`src/rtl/processor_debug_cmd_arbiter.sv`:
```
// processor_debug_cmd_arbiter
//   Shares the core debug command port between two debug hosts (M0, M1).
//   Each host may hold one outstanding command. Commands are issued to the
//   core round-robin. A host can lock the core across a multi-command
//   sequence. A hung core response is turned into an error response after
//   P_TIMEOUT cycles (0 disables the timeout).
// Ports
//   iCLOCK, inRESET          clock, async active-low reset
//   iMx_REQ/COMMAND/TARGET/DATA/LOCK   host command inputs (x = 0,1)
//   oMx_BUSY                 host may not issue
//   oMx_VALID/ERROR/DATA     host response (VALID is a one-cycle pulse)
//   oCORE_REQ/COMMAND/TARGET/DATA, iCORE_BUSY   core command handshake
//   iCORE_VALID/ERROR/DATA   core response
//   oLOCK_VALID/OWNER        current lock state
module processor_debug_cmd_arbiter #(
  parameter logic [15:0] P_TIMEOUT = 16'd1024
) (
  input  logic        iCLOCK,
  input  logic        inRESET,
  input  logic        iM0_REQ,
  output logic        oM0_BUSY,
  input  logic [3:0]  iM0_COMMAND,
  input  logic [7:0]  iM0_TARGET,
  input  logic [31:0] iM0_DATA,
  input  logic        iM0_LOCK,
  output logic        oM0_VALID,
  output logic        oM0_ERROR,
  output logic [31:0] oM0_DATA,
  input  logic        iM1_REQ,
  output logic        oM1_BUSY,
  input  logic [3:0]  iM1_COMMAND,
  input  logic [7:0]  iM1_TARGET,
  input  logic [31:0] iM1_DATA,
  input  logic        iM1_LOCK,
  output logic        oM1_VALID,
  output logic        oM1_ERROR,
  output logic [31:0] oM1_DATA,
  output logic        oCORE_REQ,
  input  logic        iCORE_BUSY,
  output logic [3:0]  oCORE_COMMAND,
  output logic [7:0]  oCORE_TARGET,
  output logic [31:0] oCORE_DATA,
  input  logic        iCORE_VALID,
  input  logic        iCORE_ERROR,
  input  logic [31:0] iCORE_DATA,
  output logic        oLOCK_VALID,
  output logic        oLOCK_OWNER
);

  typedef struct packed {
    logic [3:0]  command;
    logic [7:0]  target;
    logic [31:0] data;
  } dbg_cmd_t;

  typedef enum logic [1:0] {S_IDLE, S_ISSUE, S_WAIT} state_t;

  state_t      state;
  logic [1:0]  pend;
  dbg_cmd_t    host_cmd [2];
  dbg_cmd_t    in_cmd   [2];
  logic [1:0]  req_in, lock_in, busy, elig;
  logic        lock_valid, lock_owner, last_grant, cur;
  dbg_cmd_t    core_cmd;
  logic [15:0] tmo_cnt;
  logic [1:0]  rsp_valid, rsp_error;
  logic [31:0] rsp_data [2];
  logic        grant_host, timeout_hit;

  assign in_cmd[0] = {iM0_COMMAND, iM0_TARGET, iM0_DATA};
  assign in_cmd[1] = {iM1_COMMAND, iM1_TARGET, iM1_DATA};
  assign req_in    = {iM1_REQ, iM0_REQ};
  assign lock_in   = {iM1_LOCK, iM0_LOCK};

  // A host is busy while it has a command outstanding or the other host owns the lock.
  assign busy[0] = pend[0] | (lock_valid &  lock_owner);
  assign busy[1] = pend[1] | (lock_valid & ~lock_owner);
  assign elig[0] = pend[0] & (~lock_valid | ~lock_owner);
  assign elig[1] = pend[1] & (~lock_valid |  lock_owner);

  // On a tie the host that did not win last time goes first.
  assign grant_host  = (elig == 2'b11) ? ~last_grant : elig[1];
  assign timeout_hit = (P_TIMEOUT != 16'd0) && (tmo_cnt == P_TIMEOUT - 16'd1);

  always_ff @(posedge iCLOCK or negedge inRESET) begin
    if (!inRESET) begin
      state      <= S_IDLE;
      pend       <= '0;
      host_cmd   <= '{default: '0};
      lock_valid <= 1'b0;
      lock_owner <= 1'b0;
      last_grant <= 1'b1;
      cur        <= 1'b0;
      core_cmd   <= '0;
      tmo_cnt    <= '0;
      rsp_valid  <= '0;
      rsp_error  <= '0;
      rsp_data   <= '{default: '0};
    end else begin
      rsp_valid <= '0;

      // A REQ while busy is dropped; the host must retry once BUSY falls.
      for (int i = 0; i < 2; i++) begin
        if (req_in[i] && !busy[i]) begin
          pend[i]     <= 1'b1;
          host_cmd[i] <= in_cmd[i];
        end
      end

      case (state)
        S_IDLE: begin
          // Release uses the registered lock state, so the other host is
          // granted on the following edge at the earliest.
          if (lock_valid && !lock_in[lock_owner] && !pend[lock_owner])
            lock_valid <= 1'b0;
          if (|elig) begin
            core_cmd   <= host_cmd[grant_host];
            cur        <= grant_host;
            last_grant <= grant_host;
            state      <= S_ISSUE;
          end
        end
        S_ISSUE: begin
          if (!iCORE_BUSY) begin
            tmo_cnt <= '0;
            state   <= S_WAIT;
          end
        end
        S_WAIT: begin
          if (iCORE_VALID || timeout_hit) begin
            rsp_valid[cur] <= 1'b1;
            rsp_error[cur] <= iCORE_VALID ? iCORE_ERROR : 1'b1;
            rsp_data[cur]  <= iCORE_VALID ? iCORE_DATA : 32'd0;
            pend[cur]      <= 1'b0;
            lock_valid     <= lock_in[cur];
            if (lock_in[cur])
              lock_owner <= cur;
            core_cmd <= '0;
            state    <= S_IDLE;
          end else begin
            tmo_cnt <= tmo_cnt + 16'd1;
          end
        end
        default: state <= S_IDLE;
      endcase
    end
  end

  assign oCORE_REQ     = (state == S_ISSUE) & ~iCORE_BUSY;
  assign oCORE_COMMAND = core_cmd.command;
  assign oCORE_TARGET  = core_cmd.target;
  assign oCORE_DATA    = core_cmd.data;

  assign oM0_BUSY  = busy[0];
  assign oM1_BUSY  = busy[1];
  assign oM0_VALID = rsp_valid[0];
  assign oM1_VALID = rsp_valid[1];
  assign oM0_ERROR = rsp_error[0];
  assign oM1_ERROR = rsp_error[1];
  assign oM0_DATA  = rsp_data[0];
  assign oM1_DATA  = rsp_data[1];

  assign oLOCK_VALID = lock_valid;
  assign oLOCK_OWNER = lock_owner;

endmodule

```
`config.mk`:
```
export PLATFORM = sky130hd
export DESIGN_NAME = processor_debug_cmd_arbiter
export DESIGN_NICKNAME = d
export VERILOG_FILES = /design/src/rtl/processor_debug_cmd_arbiter.sv
export SDC_FILE = /design/constraint.sdc
export NUM_CORES = 1
export LEC_CHECK = 0
export ABC_AREA = 1
export CAP_MARGIN = 20
export CORE_ASPECT_RATIO = 2
export CORE_MARGIN = 5
export CORE_UTILIZATION = 53
export CTS_CLUSTER_DIAMETER = 40
export DETAILED_ROUTE_END_ITERATION = 16
export HOLD_SLACK_MARGIN = 0.06
export PLACE_DENSITY_LB_ADDON = 0.08
export SYNTH_ARGS = -nofsm -noshare
export SYNTH_HDL_FRONTEND = slang
export SYNTH_SLANG_ARGS = --single-unit
```
`constraint.sdc`:
```
create_clock -name iCLOCK -period 4.3 [get_ports iCLOCK]
set_input_delay 1.29 -clock iCLOCK [delete_from_list [all_inputs] [get_ports iCLOCK]]
set_output_delay 1.29 -clock iCLOCK [all_outputs]
set_load 0.02 [all_outputs]
```
==> results.txt <==
CP most frequent cell -> clkdlybuf4s50_1
R2R Path End -> tmo_cnt[6]$_DFFE_PN0P_
Critical Path Start -> iCORE_BUSY
Multiplexer share of the synthesized area -> 0.0518
Fin util -> 0.717
Final worst path period need -> 3.82 ns
Synth-to-Final Area Change -> 33.6%
Adder-cell share of the synthesized area -> 0.00128
Initial antenna violation count -> 1
WP buf/inv -> 2
Register area -> 5610 sq um
Largest cells by area after synthesis -> dfrtp_1, nand2_1, mux2_2
DR vias -> 8041
Worst-path clk slew -> 0.07 ns
RSZ-0062 raised after global routing -> false
Tcrit/Tclk final -> 0.887
Multi-input gate area -> 3570 sq um
Die Width -> 106 um
CTS buffer count -> 21
Synthesized net count -> 1213
Startpoint type of the worst setup path -> input pin
Leading area contributor after synthesis -> dfrtp_1
P per Cell Area -> 761 nW/um^2
Final hold vios -> 0
Synth Area in Simple Gates -> 0.215
Cell Area, Placed -> 12300 sq um
Mapped Avg Cell Area -> 9.04 sq um
FF-to-FF Start -> state[0]$_DFFE_PN0P_
Setup CP Type -> input pin to primary output
Cells resized by post-CTS repair -> 0
Post-DP HPWL -> 18000 um
Sequential share of the synthesized area -> 0.573
Max Cap Viol -> 0
R2R setup slack -> 1.65 ns
Largest net degree at the start of global routing -> 113
Status -> complete, no violations
H-tree level count -> 1
Peak VDD IR -> 0.533 mV
Clk Tree Root Cell -> clkbuf_16
Initial drt markers -> 331
Synth Register Bits -> 224
Non-Filler Instances -> 1534
Final Instance Area -> 13100 sq um
Worst hold path class -> flop to flop
Hold path start -> last_grant$_DFFE_PN1P_
Share of cells above drive strength 1 -> 0.0957
Nets@finish -> 1432
Xor/xnor share of the synthesized area -> 0.00448
Synth Instances -> 1083
LEAKAGE -> 6.09 nW
Post-CTS Hold Buffers -> 0
Via density -> 5.24
Biggest fanout along the worst timing path -> 2
Clock sink total -> 224
Area of the core -> 18200 sq um
Placed Cells -> 1495
Tot GR Track Use -> 0.244
Global-route wire length before repair -> 41700 um
Achievable frequency -> 262 MHz
Filler Cell Count -> 1425
Area share of the leading cell type in the synthesized netlist -> 0.570
Worst hold slack -> 0.472 ns
CP endpoint kind -> primary output
Full die area -> 21400 sq um
Clock Path Buffers -> 3
Slew Limit Fails -> 0
Post-synthesis compound-gate area fraction -> 0.0910
Unique cell type count in the Yosys netlist -> 31
Slew headroom -> 0.421
WL final -> 26200 um
CTS tree -> built
Antenna Violating Nets Remaining -> 0
Slowest CP cell -> clkdlybuf4s50_1
CP delay by family, top -> buffers and inverters
Routability cong. -> 0.867
Port-buffer cells -> 245
Worst-path cell chain -> clkdlybuf4s50_1, nor2_1, clkdlybuf4s50_1
DRC -> 0
Num rows -> 70
Post-Syn Area -> 9790 sq um
Worst-Margin Slew -> 0.869 ns
Register-to-Register Path Depth -> 5
Worst Hold Path EP -> last_grant$_DFFE_PN1P_
Vias in the first global route -> 8093
Final Skew -> 0.0157 ns
Hold Path Cell Cnt -> 2
CP peak stage delay -> 0.63 ns
I/O Pins -> 246
Total negative slack -> 0 ns
Postcts setup bufs -> 0
Setup-failing EPs final -> 0
Initial Util -> 0.537
Worst EP required -> 3.01 ns
Avg WL per Cell -> 17.1 um
Die height -> 202 um
Global route overflow -> 0
Syn. warnings -> 0
Critical path arrival -> 2.53 ns
First-pass DRT Iterations -> 5
Clock latency on the worst-skew pair -> 0.51 ns
Largest family of logic cells by synthesized area -> simple AND/OR/NAND/NOR gates
## synth_stat cells
library cell and number:
nand2_1 302, dfrtp_1 223, nor2_1 117, inv_1 67, nand3_1 65, o21ai_0 65
a21oi_1 46, mux2_2 45, o21ai_1 45, buf_2 23, clkbuf_1 21, buf_6 13
o21ai_2 10, nand4_1 6, nand2_2 5, xor2_1 5, buf_1 3, nand2_4 3
nor3_1 3, buf_4 2, nand3_2 2, nand3_4 2, nor2_4 2, a22o_1 1
clkinv_1 1, dfstp_2 1, ha_1 1, inv_2 1, nor2_2 1, o21bai_1 1
o22ai_1 1
## worst reg2reg max path: stages (launching register included)
cell     delay (ns)
dfrtp_1        0.43
nor2_4         0.68
nand3_1        0.55
nand2_1        0.67
nand3_1        0.15
nand2_1        0.10
## where the power goes
group | switching (mW) | internal, mW | total, mW | leakage [nW]
clock network | 0.825 | 1.26 | 2.09 | 0.384
logic | 2.57 | 1.83 | 4.39 | 2.96
registers | 0.438 | 3.03 | 3.47 | 2.75
total | 3.83 | 6.12 | 9.95 | 6.09
## cell families (layout without fill, tap and decap cells)
group | Yosys count | after routing
mux | 45 | 45
xor+xnor | 5 | 5
compound gates | 169 | 169
other cells | 0 | 1
fa+ha+maj | 1 | 1
buf+inv | 131 | 365
simple gates | 508 | 508
flops | 224 | 224
## routing by layer
metal	vias up	GRT usage	part of all wire	wire (um)
met1	3835	0.269	0.36	9480
met4	0	0.0852	0.033	869
met2	257	0.461	0.55	14400
met5	-	0	0	0
met3	47	0.0438	0.056	1480
li1	3902	-	-	-
## cell type report
type / count / area share
Timing Repair Buffer: 258 / 0.197
Multi-Input combinational cell: 728 / 0.273
Antenna cell: 1 / 0.000191
Tap cell: 216 / 0.0207
Clock inverter: 14 / 0.0166
Clock buffer: 24 / 0.0434
Inverter: 69 / 0.0198
Sequential cell: 224 / 0.429
## stage by stage
step                      setup slack [ns]  power (mW)
after floorplan                       1.39        6.26
after global placement               0.515        7.80
after detailed placement             0.494        7.91
after CTS                            0.489        10.1
after global routing                 0.439        10.6
final                                0.484        9.95
## flip-flops by register name (all words and copies together), names as in the netlist
name and cells:
rsp_valid 2, rsp_error 2, last_grant 1, state 2
oCORE_DATA 32, host_cmd 88, oLOCK_VALID 1, cur 1
oCORE_COMMAND 4, oLOCK_OWNER 1, oM1_DATA 32, pend 2
oM0_DATA 32, tmo_cnt 16, oCORE_TARGET 8
## cells in the final DEF, fill, tap and decap left out, types with 2 or more instances in the layout
| master | n |
|---|---|
| nor2_1 | 117 |
| o21ai_1 | 45 |
| xor2_1 | 5 |
| nand2_2 | 6 |
| nand3_2 | 2 |
| inv_1 | 67 |
| buf_12 | 2 |
| o21ai_2 | 10 |
| inv_8 | 2 |
| nand2_4 | 3 |
| nand3_1 | 64 |
| nand2_1 | 301 |
| dfrtp_1 | 223 |
| clkbuf_16 | 21 |
| mux2_2 | 45 |
| clkbuf_8 | 3 |
| clkinv_2 | 4 |
| clkdlybuf4s50_1 | 244 |
| nor2_4 | 2 |
| bufinv_16 | 5 |
| nor3_1 | 3 |
| nand4_1 | 6 |
| buf_4 | 11 |
| nand3_4 | 3 |
| o21ai_0 | 65 |
| clkinvlp_4 | 2 |
| a21oi_1 | 46 |
## how the worst max path moves through the flow
stage / endpoint / cells past startpoint
6_report: oCORE_REQ / 3
5_1_grt: oCORE_REQ / 3
4_1_cts: oCORE_REQ / 3
3_5_place_dp: oCORE_REQ / 3
3_3_place_gp: oCORE_REQ / 3
2_1_floorplan: oCORE_REQ / 1
Power figures use the tool's default switching activity.
